==> config.mk <==
export PLATFORM = sky130hd
export DESIGN_NAME = if_stage
export DESIGN_NICKNAME = d
export VERILOG_FILES = /design/src/rtl/if_stage.sv
export SDC_FILE = /design/constraint.sdc
export NUM_CORES = 1
export LEC_CHECK = 0
export BUFFER_PORTS_ARGS = -buffer_cell sky130_fd_sc_hd__buf_2
export CORE_MARGIN = 1.5
export CORE_UTILIZATION = 40
export CTS_CLUSTER_SIZE = 20
export DETAILED_ROUTE_END_ITERATION = 6
export PLACE_DENSITY = 0.65
export REMOVE_ABC_BUFFERS = 1
export SYNTH_ARGS = -nofsm -noshare
export SYNTH_HDL_FRONTEND = slang
export SYNTH_SLANG_ARGS = --single-unit
==> constraint.sdc <==
create_clock -name clk -period 5.91 [get_ports clk]
set_clock_uncertainty 0.1 [all_clocks]
set_input_delay 0.591 -clock clk [delete_from_list [all_inputs] [get_ports clk]]
set_output_delay 0.591 -clock clk [all_outputs]
set_load 0.05 [all_outputs]
==> src/rtl/if_stage.sv <==
// ============================================================================
// Module      : if_stage
// Description : Instruction-fetch stage. Keeps one request outstanding to
//               instruction memory at a time, accepts redirects from execute,
//               drops responses made stale by a redirect, and presents each
//               fetched word to decode with a valid/ready handshake.
// Revision    : 1.0 - initial release
// ----------------------------------------------------------------------------
// Ports
//   clk              in   1   clock, rising edge
//   rst              in   1   asynchronous reset, active low
//   redirect_valid   in   1   redirect pulse from execute
//   redirect_pc      in  64   redirect target
//   inst_req_valid   out  1   fetch request valid
//   inst_req_addr    out 64   fetch byte address
//   inst_req_ready   in   1   memory accepts the request
//   inst_resp_valid  in   1   fetch data valid (one pulse per accepted request)
//   inst_resp_data   in  32   fetched instruction word
//   if_valid         out  1   instruction presented to decode
//   if_pc            out 64   PC of the presented instruction
//   if_inst          out 32   presented instruction
//   id_ready         in   1   decode consumes the presented instruction
//   if_misalign      out  1   presented beat is a misaligned-target fault
// ----------------------------------------------------------------------------
// Configuration
//   IF_MISALIGN_CHECK_EN  defined   : a redirect whose target has bits [1:0]
//                                     non-zero parks the stage in HALT and
//                                     presents a fault beat (if_inst = NOP).
//                         undefined : redirect targets are forced to word
//                                     alignment; HALT is unreachable and
//                                     if_misalign stays 0.
// ============================================================================
`default_nettype none

module if_stage #(
  parameter logic [63:0] PC_START = 64'h0000_0000_8000_0000
) (
  input  logic        clk,
  input  logic        rst,
  input  logic        redirect_valid,
  input  logic [63:0] redirect_pc,
  output logic        inst_req_valid,
  output logic [63:0] inst_req_addr,
  input  logic        inst_req_ready,
  input  logic        inst_resp_valid,
  input  logic [31:0] inst_resp_data,
  output logic        if_valid,
  output logic [63:0] if_pc,
  output logic [31:0] if_inst,
  input  logic        id_ready,
  output logic        if_misalign
);

  typedef enum logic [2:0] {
    IDLE = 3'd0,
    REQ  = 3'd1,
    WAIT = 3'd2,
    OUT  = 3'd3,
    KILL = 3'd4,
    HALT = 3'd5
  } state_t;

  localparam logic [31:0] FAULT_INST = 32'h0000_0013;

  state_t      state;
  state_t      state_nx;
  logic [63:0] pc;
  logic [63:0] pc_nx;
  logic        latch_resp;   // capture the response into if_pc/if_inst
  logic [63:0] tgt;          // redirect target as it is loaded into pc
  logic        tgt_misaligned;
  logic        halt_entry;
  logic        req_hs;

`ifdef IF_MISALIGN_CHECK_EN
  assign tgt            = redirect_pc;
  assign tgt_misaligned = |redirect_pc[1:0];
`else
  // Low bits are simply cleared; a misaligned target can never be fetched.
  assign tgt            = redirect_pc & ~64'h3;
  assign tgt_misaligned = 1'b0;
`endif

  assign halt_entry = redirect_valid && tgt_misaligned;
  assign req_hs     = (state == REQ) && inst_req_ready;

  // Next-state / next-pc decode. Outputs are registered from these values so
  // every output is a flop and reset clears them immediately.
  always_comb begin
    state_nx   = state;
    pc_nx      = pc;
    latch_resp = 1'b0;
    case (state)
      IDLE: begin
        state_nx = REQ;
        if (redirect_valid) pc_nx = tgt;
      end
      REQ: begin
        if (redirect_valid) begin
          pc_nx = tgt;
          // An accepted request still owes a response, which KILL absorbs.
          state_nx = req_hs ? KILL : REQ;
        end else if (req_hs) begin
          state_nx = WAIT;
        end
      end
      WAIT: begin
        if (redirect_valid) begin
          pc_nx    = tgt;
          state_nx = inst_resp_valid ? REQ : KILL;
        end else if (inst_resp_valid) begin
          latch_resp = 1'b1;
          state_nx   = OUT;
        end
      end
      KILL: begin
        if (redirect_valid) pc_nx = tgt;
        // Once the orphaned response shows up nothing is outstanding.
        if (inst_resp_valid) state_nx = REQ;
      end
      OUT: begin
        if (redirect_valid) begin
          pc_nx    = tgt;
          state_nx = REQ;
        end else if (id_ready) begin
          pc_nx    = pc + 64'd4;
          state_nx = REQ;
        end
      end
      HALT: begin
        if (redirect_valid) begin
          pc_nx    = tgt;
          state_nx = REQ;
        end
      end
      default: begin
        state_nx = IDLE;
      end
    endcase
    // A misaligned target overrides every other transition.
    if (halt_entry) state_nx = HALT;
  end

  always_ff @(posedge clk or negedge rst) begin
    if (!rst) begin
      state          <= IDLE;
      pc             <= PC_START;
      inst_req_valid <= 1'b0;
      inst_req_addr  <= '0;
      if_valid       <= 1'b0;
      if_pc          <= '0;
      if_inst        <= '0;
      if_misalign    <= 1'b0;
    end else begin
      state          <= state_nx;
      pc             <= pc_nx;
      inst_req_valid <= (state_nx == REQ);
      inst_req_addr  <= (state_nx == REQ) ? pc_nx : '0;
      if_valid       <= (state_nx == OUT) || (state_nx == HALT);
      if_misalign    <= (state_nx == HALT);
      if (latch_resp) begin
        if_pc   <= pc;
        if_inst <= inst_resp_data;
      end else if (halt_entry) begin
        if_pc   <= redirect_pc;
        if_inst <= FAULT_INST;
      end
    end
  end

endmodule

`default_nettype wire

After elaboration in Yosys (flattened, before gate mapping)

Cells that the tools add are included.

Register bits after elaboration: 230
Latch bits: 0
Bits in writable memories: 0
ROM bits: 0
Input port bits: 102
Output and inout bits: 163
Logic and storage cells: 40
Memories: 0

Add/subtract/negate cells: 1
$mul: 0
Divide/modulo/power cells: 0
Magnitude comparators: 0
Eq/ne operators: 8
Shifts and indexed selects: 0
Mux-type cells: 19
Bitwise gates (word level): 0
Reduce and logical (&&, ||, !) cells: 4

Operators with widths:

| cell                  | number |
|---|---|
| $mux 64               | 4 |
| $pmux 64 s2           | 1 |
| $add 64x3->64 const B | 1 |
| $mux 3                | 10 |
| $pmux 3 s6            | 1 |
| $eq 3x2->1 const B    | 3 |
| $eq 3x3->1 const B    | 3 |
| $eq 3x1->1 const B    | 2 |
| $reduce_or 5->1       | 1 |
| $logic_not 3->1       | 1 |
| $mux 1                | 3 |
| $logic_and 1x1->1     | 1 |
| $logic_or 1x1->1      | 1 |

Depth between registers and ports, before layout

Depth after elaboration: 7
Mapped depth: 9
Gate-level depth less buffers: 6

Worst setup path before layout

Ideal clock, no wire load.

Kind: flip-flop to flip-flop
From: register pc[2]
To: register inst_req_addr[40]
Library setup time: 0.082 ns
Data arrival time: 2.623 ns
Data required time: 5.728 ns
Path slack: 3.105 ns
Cell stages (with the launch flop): 8
Buffers on the path: 1
Clock period less this slack: 2.805 ns
Cells stage by stage: dfrtp_1 -> ha_1 -> nand4_4 -> or4_4 -> or4_4 -> buf_6 -> or4_4 -> a31oi_1

Cells in the longest elaborated chain, start to end: 5

RTL lines:

| item                   | line | source |
|---|---|---|
| start, declared        | 67   | `logic [63:0] pc;` |
| start signal, assigned | 156  | `pc <= pc_nx;` |
| $add 64x3->64          | 126  | `pc_nx = pc + 64'd4;` |
| $mux 64                | 125  | `end else if (id_ready) begin` |
| $mux 64                | 122  | `if (redirect_valid) begin` |
| $pmux 64 s2            | 93   | `case (state)` |
| $mux 64                | 158  | `inst_req_addr <= (state_nx == REQ) ? pc_nx : '0;` |
| end signal, assigned   | 158  |  |
| end, declared          | 43   | `output logic [63:0] inst_req_addr,` |

No other way between the ends.
A chain may end at the register's enable or synchronous reset.

Final worst setup path

From: register state[1]
To: register inst_req_addr[36]

Cells in the longest elaborated chain, start to end: 7
Elaborated cells on any way between the ends: 21
Classes of those cells: eq/ne (6); mux (12); reduce/logical (3)

RTL lines:

| item                             | line     | source |
|---|---|---|
| start, declared                  | 65       | `state_t state;` |
| start signal, assigned           | 155      | `state <= state_nx;` |
| $eq 3x1->1                       | 85, 93   |  |
| $logic_and 1x1->1                | 85       | `assign req_hs = (state == REQ) && inst_req_ready;` |
| $mux 3, on equally long branches | 103, 102 |  |
| $mux 3                           | 99       | `if (redirect_valid) begin` |
| $pmux 3 s6                       | 93       |  |
| $eq 3x1->1                       | 158      |  |
| $mux 64 *                        | 158      |  |

Every way passes the cells marked *; elsewhere a longest branch is shown, timed or not.

==> flow_summary_export.csv <==
group,metric,value,unit
outcome,status,"complete, no violations",
placed_design,port_buffers,262,
critical_path,critPathLaunchType,"flop",
floorplan,io_pins,265,
routing,wl_per_cell,20.6,um
floorplan,core_area,27100,um2
clocking,cts_setup_buffers,0,
yosys,synthCells,1061,
routing,drcViolationCount,0,
routing,first_pass_iters,6,
placed_design,hpwl,23600,um
critical_path,startpoint,"state[1]",
sta,timing.setup.tns,0,ns
yosys,synth_edf_count,0,
yosys,synth_area,11100,um2
finish,multiInputGateArea,4970,um2
yosys,avgSynthCellArea,10.5,um2
critical_path,crit_family,"simple AND/OR/NAND/NOR gates",
yosys,synth_flop_cell,"dfrtp_1",
yosys,synth_cell_types,72,
worst_hold_path,hold_path.class,"in -> async",
grt,grt_overflow,0,
yosys,synth-async-reset-ratio,100,%
clocking,cts_hold_buffers,0,
yosys,yosys.area.top_type_share,51.6,%
finish,post-route-util,49.8,%
finish,final-seq-area,5760,um2
clocking,root_buffer,"clkbuf_16",
finish,mostFrequentLayoutCell,"buf_2",
grt,antenna_found_initial,3,
critical_path,cp.required,6.18,ns
critical_path,cp-end-kind,"flop",
sta,report.final.slew_viol_count,0,
sta,max_freq,287,MHz
critical_path,cp_max_fo,33,
finish,mostFrequentLayoutCells,"261 x buf_2, 229 x dfrtp_1, 93 x nand2_1, 93 x mux2_2, 52 x a21oi_1",
clocking,clock_sinks,230,
clocking,cts.clk_slew.worst_paths,0.06,ns
clocking,cts_buffer_depth,3,
yosys,synth_top_area_cell,"dfrtp_1",
finish,drive_above_1_share,33.1,%
power_and_ir_drop,peakVddDrop,0.000339,V
routing,ant_nets,0,
clocking,ctsResizeCount,0,
floorplan,rows,60,
routing,num_vias,9664,
sta,tightest_slew,1.24,ns
routing,wirelength,34400,um
critical_path,crit_type,"reg -> reg",
clocking,numCtsBuffers,26,
sta,hold_viol,0,
finish,final_nets,1384,
grt,grt_pass1_wl,52300,um
finish,fin_area,13500,um2
critical_path,crit_chain,"nand3b_1, o221ai_1, nor2_1, nand2_2, a2111oi_0",
critical_path,critPathArrivalTime,3.75,ns
sta,rsz0062_at_grt,"no",
grt,grt_max_degree,117,
floorplan,die_w,170,um
finish,fillers,2554,
yosys,ys_ff_latch,230,
power_and_ir_drop,p_leak,6.51,nW
critical_path,cp.buffers_inverters,0,
routing,viasPerCell,5.78,
floorplan,die-height,170,um
routing,drt-initial-drc-count,820,
clocking,tritoncts,"yes",
yosys,ys_top_cells_by_area,"dfrtp_1 52%, mux2_2 9.4%, nand2_1 3.2%",
placed_design,gp_congestion,0.921,
grt,grt_pass1_vias,9095,
clocking,worstSkewPairLatency,0.54,ns
critical_path,r2r_start,"state[1]",
sta,slew_headroom,16.5,%
critical_path,reg2reg_slack,2.43,ns
grt,grt_util_all_layers,23.5,%
run,cap_violations,0,
floorplan,initial_utilization,41.0,%
yosys,ys_warn_count,0,
finish,area_growth,21.3,%
sta,min_period,3.48,ns
clocking,cts-htree-levels,1,
sta,setup_violations,0,
sta,fin_crit_sh,58.9,%
power_and_ir_drop,p_per_area,537,nW/um2
critical_path,crit_slowest_cell,"dfrtp_1",
placed_design,placed_cell_area,12700,um2
critical_path,cpPeakStageDelay,0.96,ns
yosys,yosysSeqAreaShare,51.8,%
floorplan,dieArea,28800,um2
## final cells by class
type | instances | share of cell area (%)
Antenna cell | 1 | 0.0186
Tap cell | 372 | 3.45
Timing Repair Buffer | 276 | 10.7
Clock inverter | 7 | 0.371
Clock buffer | 40 | 5.44
Sequential cell | 230 | 42.7
Multi-Input combinational cell | 729 | 36.9
Inverter | 18 | 0.501
## cell families (layout without fill, tap and decap cells)
family	count (synthesis)	after routing	share of synthesized area [%]
DFF	230	230	51.8
xor gates and xnor gates	1	1	0.0788
other	0	1	0
buffers and inverters	102	341	3.62
adders and majority gates	1	1	0.113
muxes	115	115	11.4
AOI/OAI and AO/OA	221	221	13.5
and+or+nand+nor	391	391	19.5
## synth_stat cells (all sizes together), types with 8 or more instances
master and number:
nor3 25, mux2i 22, buf 18, a21oi 52, nand4 34, o211ai 8
mux2 93, o21ai 37, or4 17, nor2b 17, or3 10, nor2 31
dfrtp 229, a31oi 16, nand3 47, a22oi 22, and4 14, and3 27
and2 19, inv 18, a211oi 18, clkbuf 66, nor4 31, nand2 94
## metal layers
layer	part of all wire (%)	GRT usage, %
met5	0.064	0
met4	3.0	7.58
met3	8.1	4.64
met2	45	36.6
met1	44	33.0
## power by group
part | total, mW | internal, mW | switching, mW
Sequential | 2.51 | 2.11 | 0.410
Clock | 1.49 | 0.853 | 0.640
Combinational | 3.23 | 0.786 | 2.44
## registers in the layout, indices dropped and copies added, names as in the netlist
| register | cells |
|---|---|
| if_pc | 64 |
| if_misalign | 1 |
| pc | 64 |
| state | 3 |
| if_inst | 32 |
| inst_req_addr | 64 |
| if_valid | 1 |
| inst_req_valid | 1 |
## path summary, 6_finish.rpt
path,endpoint,depth (start not counted)
worst min-delay path,if_pc[2],1
max in group asynchronous,inst_req_addr[49],2
worst min register to register,if_pc[31],2
worst max-delay path,inst_req_addr[36],5
min in group clk,if_inst[11],2
worst max register to register,inst_req_addr[36],5
## through the flow
step | hold WS, ns | setup WS (ns) | instances | power, mW
2_1_floorplan | 0.195 | 0.889 | 977 | 4.80
3_3_place_gp | 0.360 | 2.11 | 1625 | 5.72
3_5_place_dp | 0.369 | 1.97 | 1625 | 5.76
4_1_cts | 0.0840 | 2.47 | 1672 | 7.28
5_1_grt | 0.139 | 2.22 | 1673 | 7.59
6_report | 0.0714 | 2.43 | 1673 | 7.24
(Power assumes the default switching activity.)
